==> src/rtl/elastic_context_controller_pkg.sv <==
// Shared types and constants for the elastic ALU context sequencer.
// Holds the controller state encoding, ALU opcode values and default widths.
package elastic_context_controller_pkg;

    localparam int DEF_DATA_WIDTH           = 32;
    localparam int DEF_OPERATION_BIT_LENGTH = 4;
    localparam int DEF_CONTEXT_DEPTH        = 8;
    localparam int DEF_CONTEXT_ADDR_WIDTH   = 3;
    localparam int DEF_ITER_WIDTH           = 16;

    typedef enum logic [1:0] {
        ST_IDLE = 2'd0,
        ST_RUN  = 2'd1,
        ST_DONE = 2'd2
    } ctrl_state_t;

    localparam logic [3:0] OP_NOP    = 4'd0;
    localparam logic [3:0] OP_ADD    = 4'd1;
    localparam logic [3:0] OP_SUB    = 4'd2;
    localparam logic [3:0] OP_MUL    = 4'd3;
    localparam logic [3:0] OP_DIV    = 4'd4;
    localparam logic [3:0] OP_CONST  = 4'd5;
    localparam logic [3:0] OP_LOAD   = 4'd6;
    localparam logic [3:0] OP_OUTPUT = 4'd7;
    localparam logic [3:0] OP_ROUTE  = 4'd8;

endpackage

==> src/rtl/elastic_context_controller_context_memory.sv <==
// Context store: one write port, one combinational read port with write-first bypass.
// Every entry clears to {nop, 0} on reset.
module context_memory
    import elastic_context_controller_pkg::*;
#(
    parameter int DATA_WIDTH           = DEF_DATA_WIDTH,
    parameter int OPERATION_BIT_LENGTH = DEF_OPERATION_BIT_LENGTH,
    parameter int CONTEXT_DEPTH        = DEF_CONTEXT_DEPTH,
    parameter int CONTEXT_ADDR_WIDTH   = DEF_CONTEXT_ADDR_WIDTH
) (
    input  logic                            clk,
    input  logic                            reset,
    input  logic                            write_enable,
    input  logic [CONTEXT_ADDR_WIDTH-1:0]   write_address,
    input  logic [OPERATION_BIT_LENGTH-1:0] write_op,
    input  logic [DATA_WIDTH-1:0]           write_const,
    input  logic [CONTEXT_ADDR_WIDTH-1:0]   read_address,
    output logic [OPERATION_BIT_LENGTH-1:0] read_op,
    output logic [DATA_WIDTH-1:0]           read_const
);

    logic [OPERATION_BIT_LENGTH-1:0] op_mem    [CONTEXT_DEPTH];
    logic [DATA_WIDTH-1:0]           const_mem [CONTEXT_DEPTH];

    always_ff @(posedge clk or posedge reset) begin
        if (reset) begin
            for (int i = 0; i < CONTEXT_DEPTH; i++) begin
                op_mem[i]    <= '0;
                const_mem[i] <= '0;
            end
        end else if (write_enable) begin
            op_mem[write_address]    <= write_op;
            const_mem[write_address] <= write_const;
        end
    end

    // Same-cycle write to the read address is forwarded so a start can see it.
    always_comb begin
        read_op    = op_mem[read_address];
        read_const = const_mem[read_address];
        if (write_enable && (write_address == read_address)) begin
            read_op    = write_op;
            read_const = write_const;
        end
    end

endmodule

==> src/rtl/elastic_context_controller.sv <==
// Per-PE context sequencer: steps one elastic ALU through a programmed list of
// (op, const) contexts, advancing on each ALU switch_context pulse.
module elastic_context_controller
    import elastic_context_controller_pkg::*;
#(
    parameter int DATA_WIDTH           = DEF_DATA_WIDTH,
    parameter int OPERATION_BIT_LENGTH = DEF_OPERATION_BIT_LENGTH,
    parameter int CONTEXT_DEPTH        = DEF_CONTEXT_DEPTH,
    parameter int CONTEXT_ADDR_WIDTH   = DEF_CONTEXT_ADDR_WIDTH,
    parameter int ITER_WIDTH           = DEF_ITER_WIDTH
) (
    input  logic                            clk,
    input  logic                            reset,
    input  logic                            config_write,
    input  logic [CONTEXT_ADDR_WIDTH-1:0]   config_address,
    input  logic [OPERATION_BIT_LENGTH-1:0] config_op,
    input  logic [DATA_WIDTH-1:0]           config_const,
    input  logic [CONTEXT_ADDR_WIDTH-1:0]   last_context,
    input  logic [ITER_WIDTH-1:0]           iteration_count,
    input  logic                            start,
    input  logic                            abort,
    input  logic                            switch_context,
    output logic [OPERATION_BIT_LENGTH-1:0] op,
    output logic [DATA_WIDTH-1:0]           const_data,
    output logic                            start_exec,
    output logic [CONTEXT_ADDR_WIDTH-1:0]   context_index,
    output logic                            busy,
    output logic                            done,
    output ctrl_state_t                     state_dbg
);

    // ALU handshake: start_exec is a one-cycle pulse after an accepted start;
    // each single-cycle switch_context means the presented context has finished
    // and the next one is presented on the following cycle with no bubble.

    ctrl_state_t                     state, state_n;
    logic [CONTEXT_ADDR_WIDTH-1:0]   index_n, last_q, last_n;
    logic [ITER_WIDTH-1:0]           remaining_q, remaining_n;
    logic [OPERATION_BIT_LENGTH-1:0] op_n, read_op;
    logic [DATA_WIDTH-1:0]           const_n, read_const;
    logic                            start_exec_n, load_entry, mem_write;

    assign mem_write = config_write && (state != ST_RUN);
    assign state_dbg = state;

    context_memory #(
        .DATA_WIDTH           (DATA_WIDTH),
        .OPERATION_BIT_LENGTH (OPERATION_BIT_LENGTH),
        .CONTEXT_DEPTH        (CONTEXT_DEPTH),
        .CONTEXT_ADDR_WIDTH   (CONTEXT_ADDR_WIDTH)
    ) u_context_memory (
        .clk           (clk),
        .reset         (reset),
        .write_enable  (mem_write),
        .write_address (config_address),
        .write_op      (config_op),
        .write_const   (config_const),
        .read_address  (index_n),
        .read_op       (read_op),
        .read_const    (read_const)
    );

    always_comb begin
        state_n      = state;
        index_n      = context_index;
        last_n       = last_q;
        remaining_n  = remaining_q;
        start_exec_n = 1'b0;
        load_entry   = 1'b0;
        op_n         = op;
        const_n      = const_data;
        if (abort) begin
            state_n = ST_IDLE;
            index_n = '0;
            op_n    = OP_NOP;
            const_n = '0;
        end else begin
            case (state)
                ST_IDLE, ST_DONE: begin
                    if (start) begin
                        state_n      = ST_RUN;
                        last_n       = last_context;
                        remaining_n  = iteration_count;
                        index_n      = '0;
                        start_exec_n = 1'b1;
                        load_entry   = 1'b1;
                    end
                end
                ST_RUN: begin
                    if (switch_context) begin
                        if (context_index != last_q) begin
                            index_n    = context_index + CONTEXT_ADDR_WIDTH'(1);
                            load_entry = 1'b1;
                        end else if (remaining_q != ITER_WIDTH'(1)) begin
                            // remaining == 0 is infinite mode and never decrements.
                            if (remaining_q != '0)
                                remaining_n = remaining_q - ITER_WIDTH'(1);
                            index_n    = '0;
                            load_entry = 1'b1;
                        end else begin
                            state_n = ST_DONE;
                            op_n    = OP_NOP;
                            const_n = '0;
                        end
                    end
                end
                default: begin
                    state_n = ST_IDLE;
                    index_n = '0;
                    op_n    = OP_NOP;
                    const_n = '0;
                end
            endcase
            if (load_entry) begin
                op_n    = read_op;
                const_n = read_const;
            end
        end
    end

    always_ff @(posedge clk or posedge reset) begin
        if (reset) begin
            state         <= ST_IDLE;
            context_index <= '0;
            last_q        <= '0;
            remaining_q   <= '0;
            op            <= '0;
            const_data    <= '0;
            start_exec    <= 1'b0;
            busy          <= 1'b0;
            done          <= 1'b0;
        end else begin
            state         <= state_n;
            context_index <= index_n;
            last_q        <= last_n;
            remaining_q   <= remaining_n;
            op            <= op_n;
            const_data    <= const_n;
            start_exec    <= start_exec_n;
            busy          <= (state_n == ST_RUN);
            done          <= (state_n == ST_DONE);
        end
    end

endmodule

==> config.mk <==
export PLATFORM = sky130hd
export DESIGN_NAME = elastic_context_controller
export DESIGN_NICKNAME = d
export VERILOG_FILES = /design/src/rtl/elastic_context_controller_pkg.sv /design/src/rtl/elastic_context_controller_context_memory.sv /design/src/rtl/elastic_context_controller.sv
export SDC_FILE = /design/constraint.sdc
export NUM_CORES = 1
export LEC_CHECK = 0
export CORE_ASPECT_RATIO = 1.25
export CORE_MARGIN = 2
export CORE_UTILIZATION = 41
export DETAILED_ROUTE_END_ITERATION = 10
export SLEW_MARGIN = 25
export SYNTH_ARGS = -nofsm -noshare
export SYNTH_HDL_FRONTEND = slang
export SYNTH_HIERARCHICAL = 1
export SYNTH_SLANG_ARGS = --single-unit
export TNS_END_PERCENT = 20
==> constraint.sdc <==
create_clock -name clk -period 12.5 [get_ports clk]
set_input_delay 1.25 -clock clk [delete_from_list [all_inputs] [get_ports clk]]
set_output_delay 1.25 -clock clk [all_outputs]
set_load 0.005 [all_outputs]
### Yosys cells after proc, flatten, opt, wreduce, memory -nomap -nowiden

Cells that the tools add are included.

| cells by class | value |
|---|---|
| add/sub/neg operators | 2 |
| order comparisons | 3 |
| equality and inequality tests | 17 |
| multiplexer cells | 52 |
| bitwise logic cells | 3 |
| reductions and logical operators | 10 |

Operators with widths:

| operator | count |
|---|---|
| 32-bit two-way mux | 9 |
| 256-bit bitwise mux | 1 |
| 32-bit binary-select mux with 3-bit select | 1 |
| 32-bit demux with 3-bit select | 1 |
| 16-bit two-way mux | 5 |
| 32-bit one-hot mux with 2 select lines | 1 |
| 4-bit two-way mux | 9 |
| 32-bit bitwise mux | 1 |
| 16-bit one-hot mux with 2 select lines | 1 |
| 16-bit by 1-bit != test with 1-bit output, second input constant | 1 |
| 16-bit nonzero test | 1 |
| 16-bit by 1-bit subtractor with 16-bit output, second input constant | 1 |
| 3-bit two-way mux | 5 |
| 4-bit binary-select mux with 3-bit select | 1 |
| 4-bit demux with 3-bit select | 1 |
| 4-bit != test, second input constant | 3 |
| 2-bit two-way mux | 5 |
| 2-bit != test, second input constant | 5 |
| 4-bit greater-or-equal comparator, second input constant | 2 |
| 3-bit NOT with 4-bit output | 2 |
| 4-bit one-hot mux with 2 select lines | 1 |
| 1-bit two-way mux | 7 |
| 7-bit AND reduction | 1 |
| 3-bit one-hot mux with 2 select lines | 1 |
| 17 further kinds | 21 |

| storage, ports and cells | value |
|---|---|
| bits in registers | 351 |
| input port bits | 64 |
| output and inout port bits | 44 |
| logic and storage cells | 112 |

### Depth between registers and ports, before layout

Gate-level depths: netlist of run 1.

| depth | value |
|---|---|
| depth after elaboration | 13 |
| gate-level depth with buffers | 14 |
| gate-level depth less buffers | 11 |

### By module

The synthesis of run 1 kept the hierarchy.

Modules (own cells, without submodules):

| module | times used | cells an instance | area each (µm²) | sequential area each (µm²) |
|---|---|---|---|---|
| context_memory | 1 | 788 | 13556.8 | 7206.9 |
| elastic_context_controller | 1 | 275 | 3057.9 | 1576.5 |

### Worst setup path after synthesis of run 1

OpenSTA, ideal clock, no wires.

| timing | value |
|---|---|
| path kind | in2reg |
| start | in switch_context |
| end | reg const_data[13] |
| setup time | 0.121 ns |
| arrival time | 3.569 ns |
| required time | 12.379 ns |
| slack | 8.810 ns |
| stages on the path | 11 |
| cells stage by stage | inv_1 > nor2_1 > and2_1 > nor2_1 > a211oi_1 > buf_6 > buf_6 > mux4_1 > mux2_2 > mux2_2 > a22o_1 |

| on the way | value |
|---|---|
| cells in the longest elaborated chain, start to end | 10 |

RTL lines:

| what | RTL line | RTL |
|---|---|---|
| start, declared | elastic_context_controller.sv:22 | `input logic switch_context,` |
| 3-bit two-way mux * | elastic_context_controller.sv:90 | `if (switch_context) begin` |
| 3-bit one-hot mux with 2 select lines * | elastic_context_controller.sv:78 | `case (state)` |
| 3-bit two-way mux * | elastic_context_controller.sv:72 | `if (abort) begin` |
| net index_n[0] | elastic_context_controller.sv:37 | `logic [CONTEXT_ADDR_WIDTH-1:0] index_n, last_q, last_n;` |
| 3-bit NOT with 4-bit output (not written as such) | elastic_context_controller_context_memory.sv:40 | `read_const = const_mem[read_address];` |
| 32-bit binary-select mux with 3-bit select | elastic_context_controller_context_memory.sv:40 |  |
| 32-bit two-way mux (not written as such) (2 in a row) | elastic_context_controller_context_memory.sv:40 |  |
| 32-bit two-way mux * | elastic_context_controller_context_memory.sv:41 | `if (write_enable && (write_address == read_address)) begin` |
| net read_const[13] | elastic_context_controller.sv:40 | `logic [DATA_WIDTH-1:0] const_n, read_const;` |
| 32-bit two-way mux * | elastic_context_controller.sv:114 | `if (load_entry) begin` |
| 32-bit two-way mux * | elastic_context_controller.sv:72 |  |
| end signal, assigned | elastic_context_controller.sv:138 | `const_data <= const_n;` |
| end, declared | elastic_context_controller.sv:24 | `output logic [DATA_WIDTH-1:0] const_data,` |

The timed path passes the listed nets; every way through them passes the cells marked *. The select of a mux whose other input is x is not followed.
A chain may end at the register's enable or synchronous reset.

### Worst setup path in the final report of run 1

| timing | value |
|---|---|
| start | in switch_context |
| end | reg const_data[3] |

The elaborated chain is that of the path after synthesis.

==> impl_results.md, run 1 <==
- Outcome: finished, final reports clean
- Initial antenna violation count: 1
- Multi-input combinational cell area: 0.00750 mm²
- Die ar.: 0.0422 mm²
- Startpoint types: primary input
- Clk_lat worst skew: 0.53 ns
- Vias in the first global route: roughly 10,000
- Final Slew Violations: 0
- Final Critical Period: roughly 4.9 ns
- Syn-to-layout area delta: 16.9%
- Worst slew pin tran: 0.930 ns
- Netlist cell types: 62
- Final Net Count: between 1,000 and 1,500
- Chip width: 184 µm
- Inserted Clock Buffers: 37
- Post-cts hold buffer count: 0
- Sink Count: 351
- Top cell type by total area after synthesis: dfrtp_1
- H-tree depth: 2
- CP peak stage delay: roughly 0.8 ns
- Fin area: 0.0194 mm²
- DR vias: 9,675
- CTS tree: yes
- Leading post-synthesis cells by cell area: dfrtp_1 53%, mux2_2 24%, mux4_1 9.2%
- Die H: 229 µm
- RSZ-0062 raised after global routing: false
- Largest net degree at the start of global routing: 145
- Synthesized Nets: 1,131
- Ant diodes: 0
- Max-cap viol count: 0
- First-pass DRT Iterations: 4
- P_int: 0.00254 W
- Sequential Area: around 0.0088 mm²
- Commonest non-fill, non-tap cell in the layout: mux2_2
- Non-filler instance count after layout: ~1,700
- Kind of critical path: in -> reg
- ANT nets after route: 0
- Static Leak: roughly 8.1 nW
- Power Density: around 170 mW/mm²
- Post-detail-place hpwl: 20,600 µm
- YS warnings: 6
- Worst path cell trace: clkdlybuf4s50_1 -> inv_1 -> nor2_1 -> and2_1 -> nor2_1 -> a211oi_4 -> buf_4 -> buf_4 -> mux4_1 -> mux2_2 -> mux2_2 -> a22o_1
- Max_slew headroom: 0.380
- Seq/Total Area, Yosys: 0.529
- Avg Cell Area, Syn: roughly 16 µm²
- Synth Cell Area: 0.0166 mm²
- Share of synthesized registers carrying an async set or reset: 1.00
- Vias per cell: about 5.7
- Final wirelength: 38,500 µm
- Post-cts sizing count: 0
- Tcrit/Tclk final: 0.391
- Avg WL per Cell: 22.8 µm
- CTS root buffer: clkbuf_16
- Clk slew on worst S/H paths: 0.06 ns
- WP data arrival: 5.29 ns
- Synth top area share: 0.529
- Element type at the critical path end: flip-flop
- CP Buf/Inv Count: 4
- Starting Density: 0.415
- Fillcell total: 3,469
- Switch Pwr: 0.000856 W
- Peak supply drop: 0.0916 mV
- Post-Syn Instances: 1,063
- # placed instances: about 1,600
- Global route overflow: 0
- Num rows: 82
- GP Congestion: 0.778
- Sw Ratio: 0.252
- Share of layout cells above drive strength 1: 0.413
- Slowest CP cell: buf_4
- Iter 0 DRT Violations: 502
- Final Hold Violating Endpoints: 0
- Top FF cell, synth: dfrtp_1
- Max Clock Skew: 0.0140 ns
- Final Setup Violations: 0
- I/O pin count: between 100 and 150
- Most frequent cells in the layout: 354 x mux2_2, 351 x dfrtp_1, 107 x clkdlybuf4s50_1
- FF+latch count, synth: 351
- Clk network pwr share: 0.327
- Combinational power share: 0.207
- Drc violations: 0
- Number of flops mapped to enable cells by yosys: 0
- CORE AREA: 0.0400 mm²
- Global Route Usage Sum: 0.189
- Seq pwr share: 0.467
- Crit-path leading delay family: buffers and inverters
- Hold Path Class: reg -> reg
- Setup Fix Bufs, Post-CTS: 0
- Crit path required time: 12.91 ns
- CTS max path bufs: 3
- Max Fclk: 0.205 GHz
- Critical-path maximum fanout: 48
- First-pass GRT wire length: 61,600 µm
- Cell area after placement: 0.0182 mm²
- Port Buf Inserts: 107
- Setup TNS: 0 ns
-- cells by family (layout without fill, tap and decap cells) --
kind of cell	Yosys count	in the layout	share of synthesized area
buffers and inverters	76	200	0.0263
and+or+nand+nor	79	79	0.0292
muxes	435	435	0.359
xor gates and xnor gates	6	6	0.00316
adders and majority gates	4	4	0.00301
DFF	351	351	0.529
AOI/OAI and AO/OA	112	112	0.0509
-- cell usage after synthesis (2+ instances only) --
| library cell | number |
|---|---|
| mux4_1 | 58 |
| a21oi_1 | 12 |
| dfrtp_1 | 351 |
| nor3b_1 | 2 |
| o21ai_0 | 15 |
| nand3_1 | 5 |
| buf_1 | 2 |
| ha_1 | 4 |
| nor3_2 | 2 |
| xnor2_1 | 6 |
| or4_1 | 2 |
| mux2_2 | 354 |
| a21oi_2 | 10 |
| nand4_1 | 4 |
| a22o_1 | 37 |
| o31ai_1 | 3 |
| clkbuf_1 | 22 |
| a31oi_2 | 2 |
| mux4_2 | 14 |
| buf_2 | 31 |
| o32ai_1 | 2 |
| and2_1 | 3 |
| nand2b_1 | 3 |
| nand4b_1 | 5 |
| buf_6 | 15 |
| o21ai_1 | 6 |
| o22ai_1 | 3 |
| nor3_1 | 5 |
| nand2_1 | 21 |
| nand4_2 | 2 |
| inv_1 | 6 |
| nor2_1 | 12 |
| nor2b_1 | 2 |
| mux2_4 | 9 |
| a31oi_1 | 6 |
-- through the flow --
| step | util | power (W) | setup WS, ns | hold WS, ns |
|---|---|---|---|---|
| 6_report | 0.486 | 0.00339 | 7.62 | 0.495 |
| 5_1_grt | 0.486 | 0.00358 | 7.27 | 0.510 |
| 4_1_cts | 0.484 | 0.00344 | 7.56 | 0.497 |
| 3_5_place_dp | 0.454 | 0.00231 | 7.04 | 0.485 |
| 3_3_place_gp | 0.454 | 0.00228 | 7.09 | 0.479 |
| 2_1_floorplan | - | 0.00211 | 3.30 | 0.470 |
-- state kept, by name (all words and copies together), names as in the netlist --
register / flops
const_data: 32
done: 1
u_context_memory/op_mem: 32
context_index: 3
u_context_memory/const_mem: 256
op: 4
remaining_q: 16
state_dbg: 2
busy: 1
start_exec: 1
last_q: 3
-- final timing paths --
path | from | end | slack, ns | cells past startpoint
setup / recovery | switch_context | const_data[3]$_DFFE_PP0P_ | 7.62 | 12
min in group asynchronous | reset | u_context_memory/op_mem[22]$_DFFE_PP0P_ | 1.28 | 2
setup reg to reg | remaining_q[2]$_DFFE_PP0P_ | const_data[3]$_DFFE_PP0P_ | 7.65 | 11
max in group asynchronous | reset | u_context_memory/const_mem[27]$_DFFE_PP0P_ | 9.75 | 3
hold / removal | u_context_memory/op_mem[9]$_DFFE_PP0P_ | u_context_memory/op_mem[9]$_DFFE_PP0P_ | 0.49 | 1
hold reg to reg | u_context_memory/op_mem[9]$_DFFE_PP0P_ | u_context_memory/op_mem[9]$_DFFE_PP0P_ | 0.49 | 1
-- routing by layer --
| metal | global-route usage | vias up | wire [µm] |
|---|---|---|---|
| met4 | 0.0448 | 2 | 645 |
| met2 | 0.315 | 147 | 19000 |
| li1 | - | 4299 | - |
| met3 | 0.0277 | 46 | 1270 |
| met1 | 0.262 | 5181 | 17600 |
| met5 | 0 | - | 13 |
-- layout make-up --
type | count | share of cell area
sequential | 351 | 0.452
multi-input combinational | 636 | 0.386
timing repair buffer | 129 | 0.0651
clock buffer | 56 | 0.0576
tap | 504 | 0.0325
clock inverter | 9 | 0.00509
inverter | 6 | 0.00180
-- worst register-to-register path, cell delays in order, from the launching register on --
cell and delay (ns):
dfrtp_1 0.48, nor4_4 0.69, nand4_2 0.22, o21ai_0 0.20, a21oi_1 0.18, a211oi_4 0.26
buf_4 0.44, buf_4 0.82, mux4_1 0.69, mux2_2 0.29, mux2_2 0.27, a22o_1 0.20
-- power by group through the flow --
stage / Sequential, W / Clock [W] / Combinational [W]
final: 0.00158 / 0.00111 / 0.000702
after global routing: 0.00163 / 0.00119 / 0.000769
after CTS: 0.00158 / 0.00114 / 0.000710
after detailed placement: 0.00160 / 0 / 0.000708
after global placement: 0.00159 / 0 / 0.000687
after floorplan: 0.00155 / 0 / 0.000557
Note: power is estimated with default switching activity, not from simulation.
==> inputs of run 2 (changes only) <==
==> constraint.sdc (replaced) <==
create_clock -name clk -period 4.7 [get_ports clk]
set_input_delay 0.47 -clock clk [delete_from_list [all_inputs] [get_ports clk]]
set_output_delay 0.47 -clock clk [all_outputs]
set_load 0.005 [all_outputs]
==> run 2 against run 1 <==
  * Setup slack lost 7.0 ns
  * Routed wire length grew 1.5%
  * Global-route usage grew 0.19 points
  * Clock skew shrank 0.0023 ns
  * Critical endpoint is now const_data[11]$_DFFE_PP0P_
  * Largest power group unchanged
==> impl_results.md, run 2 (synthesized netlist as in run 1, its figures left out) <==
- Outcome: finished, final reports clean
- Port Buf Inserts: 107 (unchanged)
- Inserted Clock Buffers: 38 (+2.7%)
- Worst slew pin tran: 1.06 ns (+0.127 ns)
- CTS root buffer: clkbuf_16
- Static Leak: 8.19 nW (+1.4%)
- Post-cts hold buffer count: 0 (unchanged)
- Power Density: 469 mW/mm² (+170%)
- RSZ-0062 raised after global routing: false
- Vias in the first global route: 10,400 (+0.23%)
- Commonest non-fill, non-tap cell in the layout: mux2_2
- Largest net degree at the start of global routing: 170 (+17%)
- Final wirelength: 39,100 µm (+1.5%)
- I/O pin count: 108 (unchanged)
- Switch Pwr: 0.00231 W (+170%)
- Final Slew Violations: 0 (unchanged)
- DR vias: 9,752 (+0.80%)
- CTS max path bufs: 3 (unchanged)
- Non-filler instance count after layout: 1,704 (+0.77%)
- R2r endpoint: const_data[11]$_DFFE_PP0P_
- Cell area after placement: 0.0183 mm² (+0.91%)
- Die H: 229 µm (unchanged)
- Syn-to-layout area delta: 18.3%
- Clk slew on worst S/H paths: 0.06 ns (about the same)
- Kind of critical path: reg -> reg
- GP Congestion: 0.768 (-1.3%)
- Final Net Count: 1,241 (+0.98%)
- Crit path launch: remaining_q[1]$_DFFE_PP0P_
- Max-cap viol count: 0 (unchanged)
- Reg2reg setup slack: 0.61 ns (-7.04 ns)
- First-pass GRT wire length: 62,200 µm (+0.87%)
- Hold Path Class: in -> async
- CTS tree: yes
- Combinational power share: 0.205 (-0.002)
- Ant diodes: 0 (unchanged)
- Avg WL per Cell: 22.9 µm (+0.72%)
- Iter 0 DRT Violations: 615 (+23%)
- Reg2Reg Depth: 12 (+1)
- # placed instances: 1,636 (+0.74%)
- CORE AREA: 0.0400 mm² (unchanged)
- Global route overflow: 0 (unchanged)
- Most flops, register: u_context_memory/const_mem
- Critical-path maximum fanout: 27 (-44%)
- Drc violations: 0 (unchanged)
- Sw Ratio: 0.251 (-0.00146)
- Initial antenna violation count: 0 (-1)
- Tcrit/Tclk final: 0.870
- Reg-to-reg startpoint: remaining_q[1]$_DFFE_PP0P_
- WP data arrival: 4.51 ns (-0.78 ns)
- Final Critical Period: 4.09 ns
- Final hold slack: 0.353 ns (-0.142 ns)
- Vias per cell: 5.72 (about the same)
- Chip width: 184 µm (unchanged)
- Post-detail-place hpwl: 22,600 µm (+9.7%)
- Fin area: 0.0197 mm² (+1.2%)
- H-tree depth: 2 (unchanged)
- Crit path required time: 5.13 ns (-7.78 ns)
- Max_slew headroom: 0.294 (-0.0862)
- Clk network pwr share: 0.337 (+0.010)
- Seq pwr share: 0.458 (-0.009)
- Global Route Usage Sum: 0.191 (+0.00191)
- First-pass DRT Iterations: 4 (unchanged)
- Starting Density: 0.415 (unchanged)
- ANT nets after route: 0 (unchanged)
- Max Fclk: 0.245 GHz
- Max Clock Skew: 0.0117 ns (-0.00231 ns)
- Post-cts sizing count: 0 (unchanged)
- Sink Count: 351 (unchanged)
- Share of layout cells above drive strength 1: 0.422 (+0.00886)
- Peak supply drop: 0.256 mV (+180%)
- Largest register FFs: 256 (unchanged)
- Setup TNS: 0 ns (unchanged)
- Element type at the critical path end: flip-flop
- P_int: 0.00690 W (+170%)
- Top flop regs: u_context_memory/const_mem x256, const_data x32, u_context_memory/op_mem x32
- Most frequent cells in the layout: 354 x mux2_2, 351 x dfrtp_1, 107 x clkdlybuf4s50_1
- Clk_lat worst skew: 0.53 ns (about the same)
- Num rows: 82 (unchanged)
- Die ar.: 0.0422 mm² (unchanged)
- Final Setup Violations: 0 (unchanged)
- Setup Fix Bufs, Post-CTS: 0 (unchanged)
- Startpoint types: flip-flop
- Final Hold Violating Endpoints: 0 (unchanged)
-- run 2: layout make-up --
type / instances / area [µm²]
inverters: 6 / 26.3
flip-flops and latches: 351 / 8780
multi-input cells: 636 / 7490
clock inverters: 9 / 128
well taps: 504 / 631
clock buffers: 58 / 1180
fillers: 3462 / 20400
repair buffers: 140 / 1430
-- run 2: power by group through the flow --
stage | clock network (W) | registers, W | logic, W
floorplan | 0 | 0.00412 | 0.00148
global placement | 0 | 0.00424 | 0.00184
detailed placement | 0 | 0.00427 | 0.00191
CTS | 0.00320 | 0.00422 | 0.00191
global route | 0.00332 | 0.00433 | 0.00206
finish | 0.00310 | 0.00422 | 0.00189
-- run 2: critical path, stage by stage (launching register included) --
cell	delay [ns]
dfrtp_1	0.40
inv_1	0.13
ha_1	0.18
nor4b_1	0.39
nand4_2	0.19
o21ai_0	0.19
a21oi_1	0.18
a211oi_4	0.64
buf_12	0.31
mux4_1	0.59
mux2_2	0.27
mux2_2	0.27
a22o_1	0.21
-- run 2: worst max-delay path by stage --
stage | to | slack [ns] | cells past startpoint
6_report | const_data[11]$_DFFE_PP0P_ | 0.61 | 12
4_1_cts | op[2]$_DFFE_PP0P_ | 0.58 | 12
2_1_floorplan | u_context_memory/const_mem[0]$_DFFE_PP0P_ | 0.41 | 1
5_1_grt | const_data[4]$_DFFE_PP0P_ | 0.32 | 12
3_5_place_dp | op[2]$_DFFE_PP0P_ | 0.64 | 12
3_3_place_gp | const_data[27]$_DFFE_PP0P_ | 0.70 | 12
-- run 2: metrics by stage --
step / power [W] / setup slack, ns / utilization
after floorplan: 0.00561 / 0.411 / -
after global placement: 0.00608 / 0.700 / 0.458
after detailed placement: 0.00618 / 0.637 / 0.458
after CTS: 0.00933 / 0.580 / 0.491
after global routing: 0.00970 / 0.322 / 0.491
final: 0.00921 / 0.612 / 0.491
-- run 2: layer usage --
layer / vias to the layer above / share of wire / track usage
li1: 4328 / - / -
met1: 5215 / 0.44 / 0.253
met2: 149 / 0.50 / 0.325
met3: 60 / 0.036 / 0.0299
met4: 0 / 0.025 / 0.0545
met5: - / 0 / 0
==> RTL change 1, RTL diff (config.mk and constraints of run 1) <==
The package constant `DEF_OPERATION_BIT_LENGTH` goes from 4 to 2.
--- a/src/rtl/elastic_context_controller_pkg.sv
+++ b/src/rtl/elastic_context_controller_pkg.sv
@@ -5,3 +5,3 @@
     localparam int DEF_DATA_WIDTH           = 32;
-    localparam int DEF_OPERATION_BIT_LENGTH = 4;
+    localparam int DEF_OPERATION_BIT_LENGTH = 2;
     localparam int DEF_CONTEXT_DEPTH        = 8;
Interface: changed (resized config_op and op); port bits go from 108 to 104. The function was not compared with the original's and may differ.
==> RTL change 1 against run 1 <==
Cell area is 6.6% lower. Sequential power is 8% lower. Global-route usage is 0.064 points higher. Critical endpoint is now const_data[30]$_DFFE_PP0P_. Clock skew is 6.5 ps higher. Via count is 6.4% lower. Sequential cell count is 18 lower. Critical path type is now reg2reg. Non-clock buffer count is 9 lower. Critical path depth stayed put. Worst setup slack worse by 190 ps. Synthesized area is 6.6% lower. Wire length is 5.4% lower. Total power is 8.5% lower.
==> RTL change 1: results <==
group,metric,value,unit
routing,met3_length,1325,microns
routing,via_per_inst,5.618,
grt,grt_usage,0.1897,
routing,met2_length,18890,microns
timing,maxSlewHeadroom,0.3905,
routing,drt_iter0_markers,397,
pwr,peakVddDrop,0.07145,mV
clock_tree,clkTransAtPathRegs,60,ps
worst_setup_path,cp_max_fo,43,
timing,fin_skew,20.49,ps
yosys,synth-seq-area-share,0.5372,
yosys,netlist_instances,1009,
finish,drive_above_1_share,0.4516,
placement,routabilityCongestion,0.8337,
finish,top_regs,"u_context_memory/const_mem (256), const_data (32)",
routing,routed_wl,36400,microns
yosys,synth_common_cells,"dfrtp_1 (333), mux2_2 (333), mux4_2 (68)",
yosys,synth_area_leaders,"dfrtp_1 (54%), mux2_2 (24%), mux4_2 (9.9%)",
routing,wl_per_cell,22.60,microns
finish,fillers,3211,
pwr,power_leakage,7.492,nW
grt,grt_pass1_vias,9764,
hold_path,min-delay-start,"u_context_memory/const_mem[59]$_DFFE_PP0P_",
worst_setup_path,cp-startpoint,"state_dbg[0]$_DFF_PP0_",
grt,grt_max_degree,165,
grt,grt_pass1_wl,57490,microns
yosys,syn_nets,1075,
yosys,synth_cell_type_count,59,
status,outcome,"finished, final reports clean",
placement,io_buffers,103,
finish,nets,1166,
grt,antenna_found_initial,1,
worst_setup_path,max_stage_delay,840,ps
placement,place_inst,1548,
worst_setup_path,cp.arrival,5480,ps
clock_tree,numCtsBuffers,36,
==> RTL change 1: path summary, 6_finish.rpt <==
| kind | endpoint | slack, ps | cells past startpoint |
|---|---|---|---|
| setup / recovery | const_data[30]$_DFFE_PP0P_ | 7420 | 12 |
| hold / removal | u_context_memory/const_mem[59]$_DFFE_PP0P_ | 500 | 1 |
| setup reg to reg | const_data[30]$_DFFE_PP0P_ | 7420 | 12 |
| hold reg to reg | u_context_memory/const_mem[59]$_DFFE_PP0P_ | 500 | 1 |
| max in group asynchronous | u_context_memory/const_mem[99]$_DFFE_PP0P_ | 9830 | 3 |
| min in group asynchronous | u_context_memory/const_mem[114]$_DFFE_PP0P_ | 1310 | 2 |
==> RTL change 1: metal layers <==
layer,vias up,track usage
met4,2,0.05315
met5,-,0
met2,161,0.3305
met1,4839,0.2424
met3,57,0.03162
li1,3992,-
==> RTL change 1: cells by family after synthesis <==
logic type / count (synthesis) / share of synthesized area
flops: 333 / 0.5372
compound gates: 102 / 0.04993
simple gates: 79 / 0.03025
fa+ha+maj: 4 / 0.003227
mux: 412 / 0.3508
xor+xnor: 6 / 0.003388
buf+inv: 73 / 0.02517
==> RTL change 1: critical path, delay by kind of cell (launching register included) <==
kind	cells	cell delay [ps]
mux	1	410
compound gates	3	510
buf+inv	3	1920
flops	1	610
simple gates	4	1270
xor+xnor	1	160
==> RTL change 1: final cells by class <==
type	instances	area, sq um	share of cell area
clock buffers	53	1025	0.05647
repair buffers	120	1175	0.06474
multi-input cells	603	6858	0.3779
well taps	486	608.1	0.03351
clock inverters	10	118.9	0.006550
flip-flops and latches	333	8333	0.4592
inverters	6	30.03	0.001655
==> RTL change 1: report_power, final <==
| part | switching, mW | leakage [nW] | internal (mW) |
|---|---|---|---|
| combinational | 0.211 | 2.84 | 0.388 |
| sequential | 0.136 | 4.09 | 1.33 |
| clock | 0.431 | 0.564 | 0.612 |
| total | 0.778 | 7.49 | 2.33 |
==> RTL change 1: per-stage QoR <==
stage / utilization / setup WS, ps / area, sq um
2_1_floorplan: - / 3755 / 15510
3_3_place_gp: 0.4561 / 6949 / 17000
3_5_place_dp: 0.4561 / 6935 / 17000
4_1_cts: 0.4868 / 7361 / 18140
5_1_grt: 0.4870 / 7052 / 18150
6_report: 0.4870 / 7424 / 18150
==> RTL change 2, RTL diff (config.mk and constraints of run 1) <==
Without the edit above. Take the reset off `const_data` and load it in a clocked block of its own.
--- a/src/rtl/elastic_context_controller.sv
+++ b/src/rtl/elastic_context_controller.sv
@@ -127,3 +127,2 @@
             op            <= '0;
-            const_data    <= '0;
             start_exec    <= 1'b0;
@@ -137,3 +136,2 @@
             op            <= op_n;
-            const_data    <= const_n;
             start_exec    <= start_exec_n;
@@ -144,2 +142,6 @@
 
+    always_ff @(posedge clk) begin
+        const_data <= const_n;
+    end
+
 endmodule
Formal check against the unedited RTL: not equivalent (a bounded check fails within 4 cycles, from zero or initial values and one cycle with reset high).
==> RTL change 2 against run 1 <==
Cell area is 1.7% lower. Worst hold slack worse by 14 ps. Non-clock buffer count is 1 lower. Total power is 5.2% lower. Worst setup slack better by 52 ps. Fmax is 1.1% higher. Sequential cell count stayed put. Synthesized area is 2.1% lower. Count of clock-buffer cells in the layout is 2 higher. Wire length is 4.0% lower. Critical path depth is 2 lower. Final cell count is 0.24% lower. Sequential power is 3% lower. Critical endpoint is now const_data[15]$_SDFFE_PP0P_. Largest cell class unchanged. Largest power group unchanged. Highest routed layer unchanged.
==> RTL change 2: results <==
group,metric,value,unit
status,outcome,"finished, final reports clean",
routing,wl_per_cell,21.90,microns
yosys,synth_fa_ha_area_frac,0.003076,
pwr,p_sw_frac,0.2424,
grt,antenna_found_initial,2,
yosys,synth_common_cells,"mux2_2 (351), dfrtp_1 (319), mux4_1 (58)",
yosys,synth_area_leaders,"dfrtp_1 (49%), mux2_2 (24%), mux4_1 (9.4%)",
grt,grt_usage,0.1826,
placement,pre_cts_slack,7141,ps
worst_setup_path,cp_max_fo,38,
grt,grt_max_degree,181,
worst_setup_path,max_stage_delay,830,ps
clock_tree,numCtsBuffers,38,
placement,place_area,17870,sq um
pwr,power.total,3.218,mW
worst_setup_path,reg2reg_slack,7670,ps
worst_setup_path,reg2regPathDepth,10,
grt,grt_pass1_vias,9797,
placement,routabilityCongestion,0.7639,
worst_setup_path,cp-startpoint,"context_index[0]$_DFF_PP0_",
yosys,synth-seq-area-share,0.5300,
routing,met1_length,17470,microns
finish,drive_above_1_share,0.3939,
pwr,power_leakage,7.925,nW
timing,maxSlewHeadroom,0.3205,
grt,global_route.usage.met2,0.3008,
yosys,synth-async-reset-ratio,0.9088,
hold_path,hold_path_end,"const_data[25]$_SDFFE_PP0P_",
worst_setup_path,cp.arrival,5230,ps
yosys,syn_nets,1132,
timing,fin_skew,22.76,ps
yosys,synth_cell_type_count,55,
pwr,peakVddDrop,0.1130,mV
grt,grt_pass1_wl,58140,microns
routing,met3_length,1418,microns
grt,met3_usage,0.02859,
worst_setup_path,cpLargestDelayFamily,"simple AND/OR/NAND/NOR gates",
yosys,synth_compound_area_frac,0.04321,
yosys,synthXorXnorAreaFrac,0.003230,
grt,met1_usage,0.2576,
yosys,synthMuxAreaShare,0.3642,
routing,via_per_inst,5.575,
placement,hpwlAfterDp,19590,microns
clock_tree,post_cts_buffers,0,
timing,period_needed,4830,ps
worst_setup_path,endpoint,"const_data[15]$_SDFFE_PP0P_",
pwr,seq-power,1.54,mW
routing,met2_length,17520,microns
finish,fillers,3447,
worst_setup_path,cp_slowest_cell,"nor3_1",
==> RTL change 2: cell types whose count changed in the layout (fill, tap and decap cells not counted), sizes merged, moves of 4 or more <==
cell / run 1 / this run
dfrtp: 351 / 319
dfxtp: 0 / 32
nor2: 13 / 34
nand2: 22 / 15
o21ai: 22 / 15
o22a: 0 / 7
nand3: 5 / 1
==> RTL change 2: layout make-up <==
| class | instances | area (sq um) | area share |
|---|---|---|---|
| clock buffers | 58 | 1087 | 0.05695 |
| flip-flops and latches | 351 | 8623 | 0.4517 |
| inverters | 8 | 37.54 | 0.001966 |
| repair buffers | 128 | 1274 | 0.06672 |
| clock inverters | 9 | 98.84 | 0.005178 |
| multi-input cells | 634 | 7345 | 0.3847 |
| well taps | 498 | 623.1 | 0.03264 |
| diodes | 1 | 2.502 | 0.0001311 |
==> RTL change 2: per-stage QoR <==
step                      hold WS (ps)  std cells
after global placement           462.0       1617
final                            480.4       1687
after global routing             490.4       1686
after CTS                        482.5       1685
after detailed placement         467.9       1618
after floorplan                  465.5       1064
